===== config.mk =====
export PLATFORM = sky130hd
export DESIGN_NAME = serial_frame_tx
export DESIGN_NICKNAME = d
export VERILOG_FILES = /design/src/rtl/serial_frame_pkg.sv /design/src/rtl/serial_frame_tx_bit_timer.sv /design/src/rtl/serial_frame_tx.sv
export SDC_FILE = /design/constraint.sdc
export NUM_CORES = 1
export LEC_CHECK = 0
export CAP_MARGIN = 20
export CELL_PAD_IN_SITES_DETAIL_PLACEMENT = 2
export CELL_PAD_IN_SITES_GLOBAL_PLACEMENT = 2
export CORE_ASPECT_RATIO = 1.1
export CORE_MARGIN = 10
export CORE_UTILIZATION = 33
export CTS_BUF_LIST = sky130_fd_sc_hd__clkbuf_8
export CTS_CLUSTER_DIAMETER = 40
export DETAILED_ROUTE_END_ITERATION = 12
export GPL_TIMING_DRIVEN = 0
export PLACE_DENSITY = 0.75
export SLEW_MARGIN = 10
export SYNTH_ARGS = -nofsm -noshare
export SYNTH_HDL_FRONTEND = slang
export SYNTH_HIERARCHICAL = 1
export SYNTH_SLANG_ARGS = --single-unit

===== constraint.sdc =====
create_clock -name clock -period 2.1 [get_ports clock]
set_input_delay 0.315 -clock clock [delete_from_list [all_inputs] [get_ports clock]]
set_output_delay 0.315 -clock clock [all_outputs]
set_load 0.02 [all_outputs]

===== src/rtl/serial_frame_pkg.sv =====
// Purpose: shared FSM state encodings and default sizing for serial_frame_tx.
// Latency: n/a (declarations only).
// Backpressure: n/a.
package serial_frame_pkg;

    typedef enum logic [1:0] {
        IDLE  = 2'd0,
        START = 2'd1,
        DATA  = 2'd2,
        STOP  = 2'd3
    } state_t;

    localparam int DEFAULT_WIDTH        = 8;
    localparam int DEFAULT_CLKS_PER_BIT = 4;

endpackage


===== src/rtl/serial_frame_tx_bit_timer.sv =====
// Purpose: bit-period counter; tick marks the last cycle of each bit period.
// Latency: tick is combinational from the counter; counter restarts at 0 when enabled.
// Backpressure: none; counts freely whenever enable is high.
// Ports: clock, reset (sync, active-high), enable (count while high), tick (final cycle of period).
module bit_timer
    import serial_frame_pkg::*;
#(
    parameter int CLKS_PER_BIT = DEFAULT_CLKS_PER_BIT
) (
    input  logic clock,
    input  logic reset,
    input  logic enable,
    output logic tick
);

    localparam int               CNT_W    = $clog2(CLKS_PER_BIT) + 1;
    localparam logic [CNT_W-1:0] LAST_CNT = CNT_W'(CLKS_PER_BIT - 1);

    logic [CNT_W-1:0] cnt;

    // Held at zero while disabled so every frame starts on a fresh bit period.
    always_ff @(posedge clock) begin
        if (reset || !enable) begin
            cnt <= '0;
        end else if (cnt == LAST_CNT) begin
            cnt <= '0;
        end else begin
            cnt <= cnt + 1'b1;
        end
    end

    assign tick = enable && (cnt == LAST_CNT);

endmodule


===== src/rtl/serial_frame_tx.sv =====
// Purpose: parallel-to-serial frame transmitter (start bit 0, WIDTH data bits LSB first, stop bit 1).
// Latency: serial_out shows the start bit the cycle after the load handshake; frame is (WIDTH+2)*CLKS_PER_BIT cycles.
// Backpressure: load_ready only in IDLE (including the done cycle); load_valid is ignored otherwise.
// Ports: clock, reset (sync, active-high), data_in/load_valid/load_ready (payload handshake),
//        serial_out (registered line, idles high), busy (frame in progress), done (1-cycle completion pulse).
module serial_frame_tx
    import serial_frame_pkg::*;
#(
    parameter int WIDTH        = DEFAULT_WIDTH,
    parameter int CLKS_PER_BIT = DEFAULT_CLKS_PER_BIT
) (
    input  logic             clock,
    input  logic             reset,
    input  logic [WIDTH-1:0] data_in,
    input  logic             load_valid,
    output logic             load_ready,
    output logic             serial_out,
    output logic             busy,
    output logic             done
);

    localparam int               IDX_W    = $clog2(WIDTH) + 1;
    localparam logic [IDX_W-1:0] LAST_IDX = IDX_W'(WIDTH - 1);

    state_t           state;
    state_t           next_state;
    logic [WIDTH-1:0] shreg;
    logic [WIDTH-1:0] shreg_nxt;
    logic [IDX_W-1:0] bit_idx;
    logic [IDX_W-1:0] bit_idx_nxt;
    logic             serial_nxt;
    logic             busy_nxt;
    logic             done_nxt;
    logic             ready_en;
    logic             handshake;
    logic             timer_en;
    logic             tick;

    // ready_en is a registered "out of reset" flag so load_ready stays low on
    // the reset edge and rises on the first edge after reset is released,
    // without a combinational path from the reset input.
    assign load_ready = (state == IDLE) && ready_en;
    assign handshake  = load_valid && load_ready;
    assign timer_en   = (state != IDLE);

    bit_timer #(
        .CLKS_PER_BIT(CLKS_PER_BIT)
    ) u_bit_timer (
        .clock (clock),
        .reset (reset),
        .enable(timer_en),
        .tick  (tick)
    );

    // State register.
    always_ff @(posedge clock) begin
        if (reset) begin
            state <= IDLE;
        end else begin
            state <= next_state;
        end
    end

    // Next-state logic.
    always_comb begin
        next_state = state;
        case (state)
            IDLE:    if (handshake) next_state = START;
            START:   if (tick) next_state = DATA;
            DATA:    if (tick && (bit_idx == LAST_IDX)) next_state = STOP;
            STOP:    if (tick) next_state = IDLE;
            default: next_state = IDLE;
        endcase
    end

    // Payload shifter and bit index: load on handshake, advance one bit per DATA period.
    always_comb begin
        shreg_nxt   = shreg;
        bit_idx_nxt = bit_idx;
        if (handshake) begin
            shreg_nxt   = data_in;
            bit_idx_nxt = '0;
        end else if ((state == DATA) && tick) begin
            shreg_nxt   = shreg >> 1;
            bit_idx_nxt = (bit_idx == LAST_IDX) ? '0 : bit_idx + 1'b1;
        end
    end

    // Output logic: computed from the upcoming state so the registered outputs
    // line up with the state they describe.
    always_comb begin
        serial_nxt = 1'b1;
        busy_nxt   = (next_state != IDLE);
        done_nxt   = (state == STOP) && (next_state == IDLE);
        case (next_state)
            START:   serial_nxt = 1'b0;
            DATA:    serial_nxt = shreg_nxt[0];
            default: serial_nxt = 1'b1;
        endcase
    end

    always_ff @(posedge clock) begin
        if (reset) begin
            serial_out <= 1'b1;
            busy       <= 1'b0;
            done       <= 1'b0;
            ready_en   <= 1'b0;
            shreg      <= '0;
            bit_idx    <= '0;
        end else begin
            serial_out <= serial_nxt;
            busy       <= busy_nxt;
            done       <= done_nxt;
            ready_en   <= 1'b1;
            shreg      <= shreg_nxt;
            bit_idx    <= bit_idx_nxt;
        end
    end

endmodule


# Yosys cells after proc, flatten, opt, wreduce, memory -nomap -nowiden
# Cells that the tools add are included.
# totals
register_bits	21
in_bits	11
output_inout_bits	4
wordCells	43
# op_classes
add_sub_neg	2
n_eq_ne	7
mux	10
n_reduce_logical	15
# op_table
op	n
$mux W8	2
$mux W2	4
$pmux W2 S4	1
$eq A2 B2 Y1 const B	3
$logic_and A1 B1 Y1	6
$reduce_bool A2 Y1	3
$add A4 B1 Y4 const B	1
$eq A2 B1 Y1 const B	2
$eq A4 B3 Y1 const B	1
$logic_not A2 Y1	2
$mux W4	1
$reduce_or A2 Y1	2
$add A3 B1 Y3 const B	1
$eq A3 B2 Y1 const B	1
$pmux W1 S2	1
$logic_not A1 Y1	1
$logic_or A1 B1 Y1	1
$mux W1	1

# Longest topological paths before layout
# depth
depth_word	7
mapped_depth	8
ltp_nobuf	7

# Modules after synthesis
# Netlist, hierarchy kept.
# modules_own_cells
mod	n_inst	cells_each	area_each_um2	seq_area_each_um2
serial_frame_tx	1	89	810.8	360.3
bit_timer	1	10	126.4	60.1

# Least setup slack after synthesis
# OpenSTA, ideal clock, no wires.
# synth_path
kind	register -> register
from	register state[1]
to	register bit_idx[3]
setup_time_ns	0.129
t_arrival_ns	1.589
t_required_ns	1.971
setup_slack_ns	0.382
path_stages_with_launch	9
path_buffers	2
synth_period_minus_slack_ns	1.718
path_cell_list	dfxtp_1 -> buf_4 -> or2_2 -> and2_2 -> and3b_2 -> buf_6 -> nand4_4 -> xor2_1 -> nor4_2
# synth_between
elab_cells_between_ends	8
classes_between	eq/ne: 1; reduce/logical: 7
# synth_lines
element	line	rtl
start, declared	serial_frame_tx.sv:25	state_t state;
start signal, assigned	serial_frame_tx.sv:60	state <= next_state;
$reduce_bool A2 Y1	serial_frame_tx.sv:44	assign timer_en = (state != IDLE);
via timer_en	serial_frame_tx.sv:36	logic timer_en;
$logic_and A1 B1 Y1	serial_frame_tx_bit_timer.sv:32	assign tick = enable && (cnt == LAST_CNT);
via tick	serial_frame_tx.sv:37	logic tick;
$logic_and A1 B1 Y1	serial_frame_tx.sv:83	end else if ((state == DATA) && tick) begin
end signal, assigned	serial_frame_tx.sv:116	bit_idx <= bit_idx_nxt;
end, declared	serial_frame_tx.sv:29	logic [IDX_W-1:0] bit_idx;
# The timed path passes the listed nets, and every way through them passes these cells.
# A chain may end at the register's enable or synchronous reset.

# Worst setup path after layout
# layout_path
from	register state[1]
to	output port load_ready
# layout_between
elab_chain_cells	2
# layout_lines
element	line	rtl
$logic_not A2 Y1	serial_frame_tx.sv:42	assign load_ready = (state == IDLE) && ready_en;
$logic_and A1 B1 Y1	serial_frame_tx.sv:42	
end, declared	serial_frame_tx.sv:16	output logic load_ready,
# No other way between the ends.

==> run_results.csv <==
group,metric,value,unit
run_status,status,"completed",
finish,fin_nets,132,
logic_synthesis,synth_area_leaders,"dfxtp_1 (45%), nand2_1 (7.2%), a311oi_1 (5.6%)",
logic_synthesis,synth_cell_types,32,
run,drv_cap,0,
place,gp_congestion,0.694,
logic_synthesis,synth_most_common_cell,"dfxtp_1",
clock_tree,clock_path_buffers,2,
worst_setup_path,cp.arrival,1.62,ns
detailed_routing,vias,746,
logic_synthesis,synthesis.nets,113,
clock_tree,cts_sinks,21,
floorplanning,rows,20,
finish,syn_to_final_growth,24.2,%
worst_setup_path,cp.required,1.78,ns
sta,max_freq,518,MHz
pwr,p_per_area,661,nW/um^2
detailed_routing,wl_per_cell,15.5,um
logic_synthesis,synth_top_area_share,44.9,%
floorplanning,dieArea,5370,um^2
floorplanning,start_util,34.0,%
clock_tree,cts_tree,"done",
sta,hold_viol,0,
sta,setup_viol,0,
clock_tree,ctsResizeCount,0,
finish,antenna_cells,0,
logic_synthesis,ys_seq_area_share,44.9,%
pwr,p_leak,0.443,nW
global_route,grt_usage,9.14,%
sta,min_period,1.93,ns
clock_tree,clk_latency,0.26,ns
logic_synthesis,synth_top_area_cell,"dfxtp_1",
place,dp_hpwl,1.74,mm
clock_tree,post_cts_buffers,0,
pwr,ir_worst_vdd,0.365,mV
logic_synthesis,avgSynthCellArea,9.47,um^2
logic_synthesis,synth_cells,99,
sta,maxSlewHeadroom,67.0,%
floorplanning,num_io_pins,15,
worst_setup_path,crit_fanout,7,
clock_tree,htreeDepth,1,
global_route,grt_max_degree,12,
worst_setup_path,crit_family,"buffers and inverters",
sta,period_share,91.9,%
clock_tree,clkSlewWorstSetupHoldPaths,0.08,ns
worst_setup_path,cp_cell_sequence,"buf_4, nor3b_1, clkdlybuf4s50_1",
place,port-buffer-count,14,
detailed_routing,route.detailed.drc,0,
worst_setup_path,startpoint_type,"flop",
logic_synthesis,async_reset_ff_share,0,%
sta,worst_pin_slew,0.494,ns
logic_synthesis,syn-cell-area,937,um^2
detailed_routing,detail-route-antenna-nets,0,
worst_setup_path,cp_slowest_cell,"clkdlybuf4s50_1",
sta,skew,0.00456,ns
floorplanning,fp.dieW,70.8,um
sta,finalMaxSlewViolations,0,
logic_synthesis,ys_warn_count,6,
worst_setup_path,critical_path_class,"flop to output port",
clock_tree,hold_buffers,0,
logic_synthesis,ys_top_cells_by_count,"dfxtp_1 (21), nand2_1 (18), nor2_1 (11)",
floorplanning,core_region_area,2750,um^2
finish,fin_util,42.3,%
clock_tree,cts-buffers-inserted,3,
floorplanning,dieHeight,75.9,um
worst_setup_path,end_kind,"output port",
logic_synthesis,synth_edf_count,0,
sta,tns,0,ns
global_route,overflow,0,
detailed_routing,drt_iter0_drc,28,
clock_tree,clock-root-buffer,"clkbuf_8",
global_route,antenna_found_initial,0,
logic_synthesis,ys.flop_type,"dfxtp_1",
worst_hold_path,hold_path_class,"flop to flop",
global_route,grt_pass1_wl,4.02,mm
logic_synthesis,ys_seq_elements,21,
detailed_routing,drt-total-wl,2.33,mm
detailed_routing,drt-vias-per-instance,4.97,
worst_setup_path,slowest_delay,0.66,ns
finish,drive_gt1_share,14.5,%
detailed_routing,dr.pass1.iters,4,
global_route,grt_pass1_vias,841,
sta,rsz0062_at_grt,"false",
worst_setup_path,path_buf_inv,2,
[power breakdown]
part	total (mW)	leakage, nW	switching [mW]	internal, mW
registers	0.424	0.172	0.00928	0.415
clock network	0.257	0.0269	0.127	0.130
logic	0.0890	0.244	0.0417	0.0472
[state kept, by name, indices dropped and copies added, names as in the netlist]
signal	count
bit_idx	4
ready_en	1
shreg	8
done	1
state	2
busy	1
serial_out	1
u_bit_timer/cnt	3
[stage by stage]
stage	worst slack [ns]	std cells	cell area [um^2]	hold WS (ns)	total power [mW]
2_1_floorplan	0.382	99	937	0.392	0.480
3_3_place_gp	0.158	146	1120	0.416	0.519
3_5_place_dp	0.125	146	1120	0.431	0.524
4_1_cts	0.136	150	1160	0.442	0.783
5_1_grt	0.0301	150	1160	0.479	0.816
6_report	0.170	150	1160	0.440	0.770
[placed cells by master (no fill, tap or decap), drive strengths merged]
cell type      instances
nor3                   3
nand3b                 2
dfxtp                 21
clkdlybuf4s50         14
inv                    3
a31o                   1
nand2                 18
mux2i                  1
nand2b                 1
buf                    4
nor2                  11
nand4bb                1
and3b                  1
nand4                  1
a21boi                 1
xor2                   3
nor4                   2
nor4b                  2
ha                     3
clkbuf                 5
xnor2                  1
o211ai                 1
a21oi                  2
nor3b                  1
a311oi                 6
and2                   3
nand3                  3
or2                    1
and4bb                 1
[worst paths after layout]
kind                                    startpoint            endpoint  slack [ns]  depth (start not counted)
worst max register to register            state[1]          bit_idx[3]        0.25                          8
worst max-delay path                      state[1]          load_ready        0.17                          3
worst min-delay path            u_bit_timer/cnt[0]  u_bit_timer/cnt[0]        0.44                          1
worst min register to register  u_bit_timer/cnt[0]  u_bit_timer/cnt[0]        0.44                          1
[area by class of cell]
cell class / count / area [um^2]
repair buffers: 14 / 140
fillers: 321 / 1590
well taps: 33 / 41.3
clock buffers: 3 / 41.3
plain buffers: 6 / 45.0
clock inverters: 1 / 3.75
inverters: 2 / 7.51
flip-flops and latches: 21 / 420
multi-input cells: 70 / 464
[per-layer routing]
metal	share of wire [%]	vias to the layer above	GRT usage [%]	wire length, um
met5	0	-	0	0
met4	0.52	0	3.23	12
met3	3.4	2	2.34	80
met2	51	10	16.3	1180
met1	45	355	10.4	1050
li1	-	379	-	-
[cells by family (layout without fill, tap and decap cells)]
kind of cell    Yosys count  in the layout  synth area share [%]
simple gates             51             51                  31.0
buf+inv                   8             26                  5.61
xor+xnor                  4              4                  3.74
mux                       1              1                  1.07
fa+ha+maj                 3              3                  4.01
flops                    21             21                  44.9
compound gates           11             11                  9.75
No activity file was read; power rests on OpenSTA's default activity.
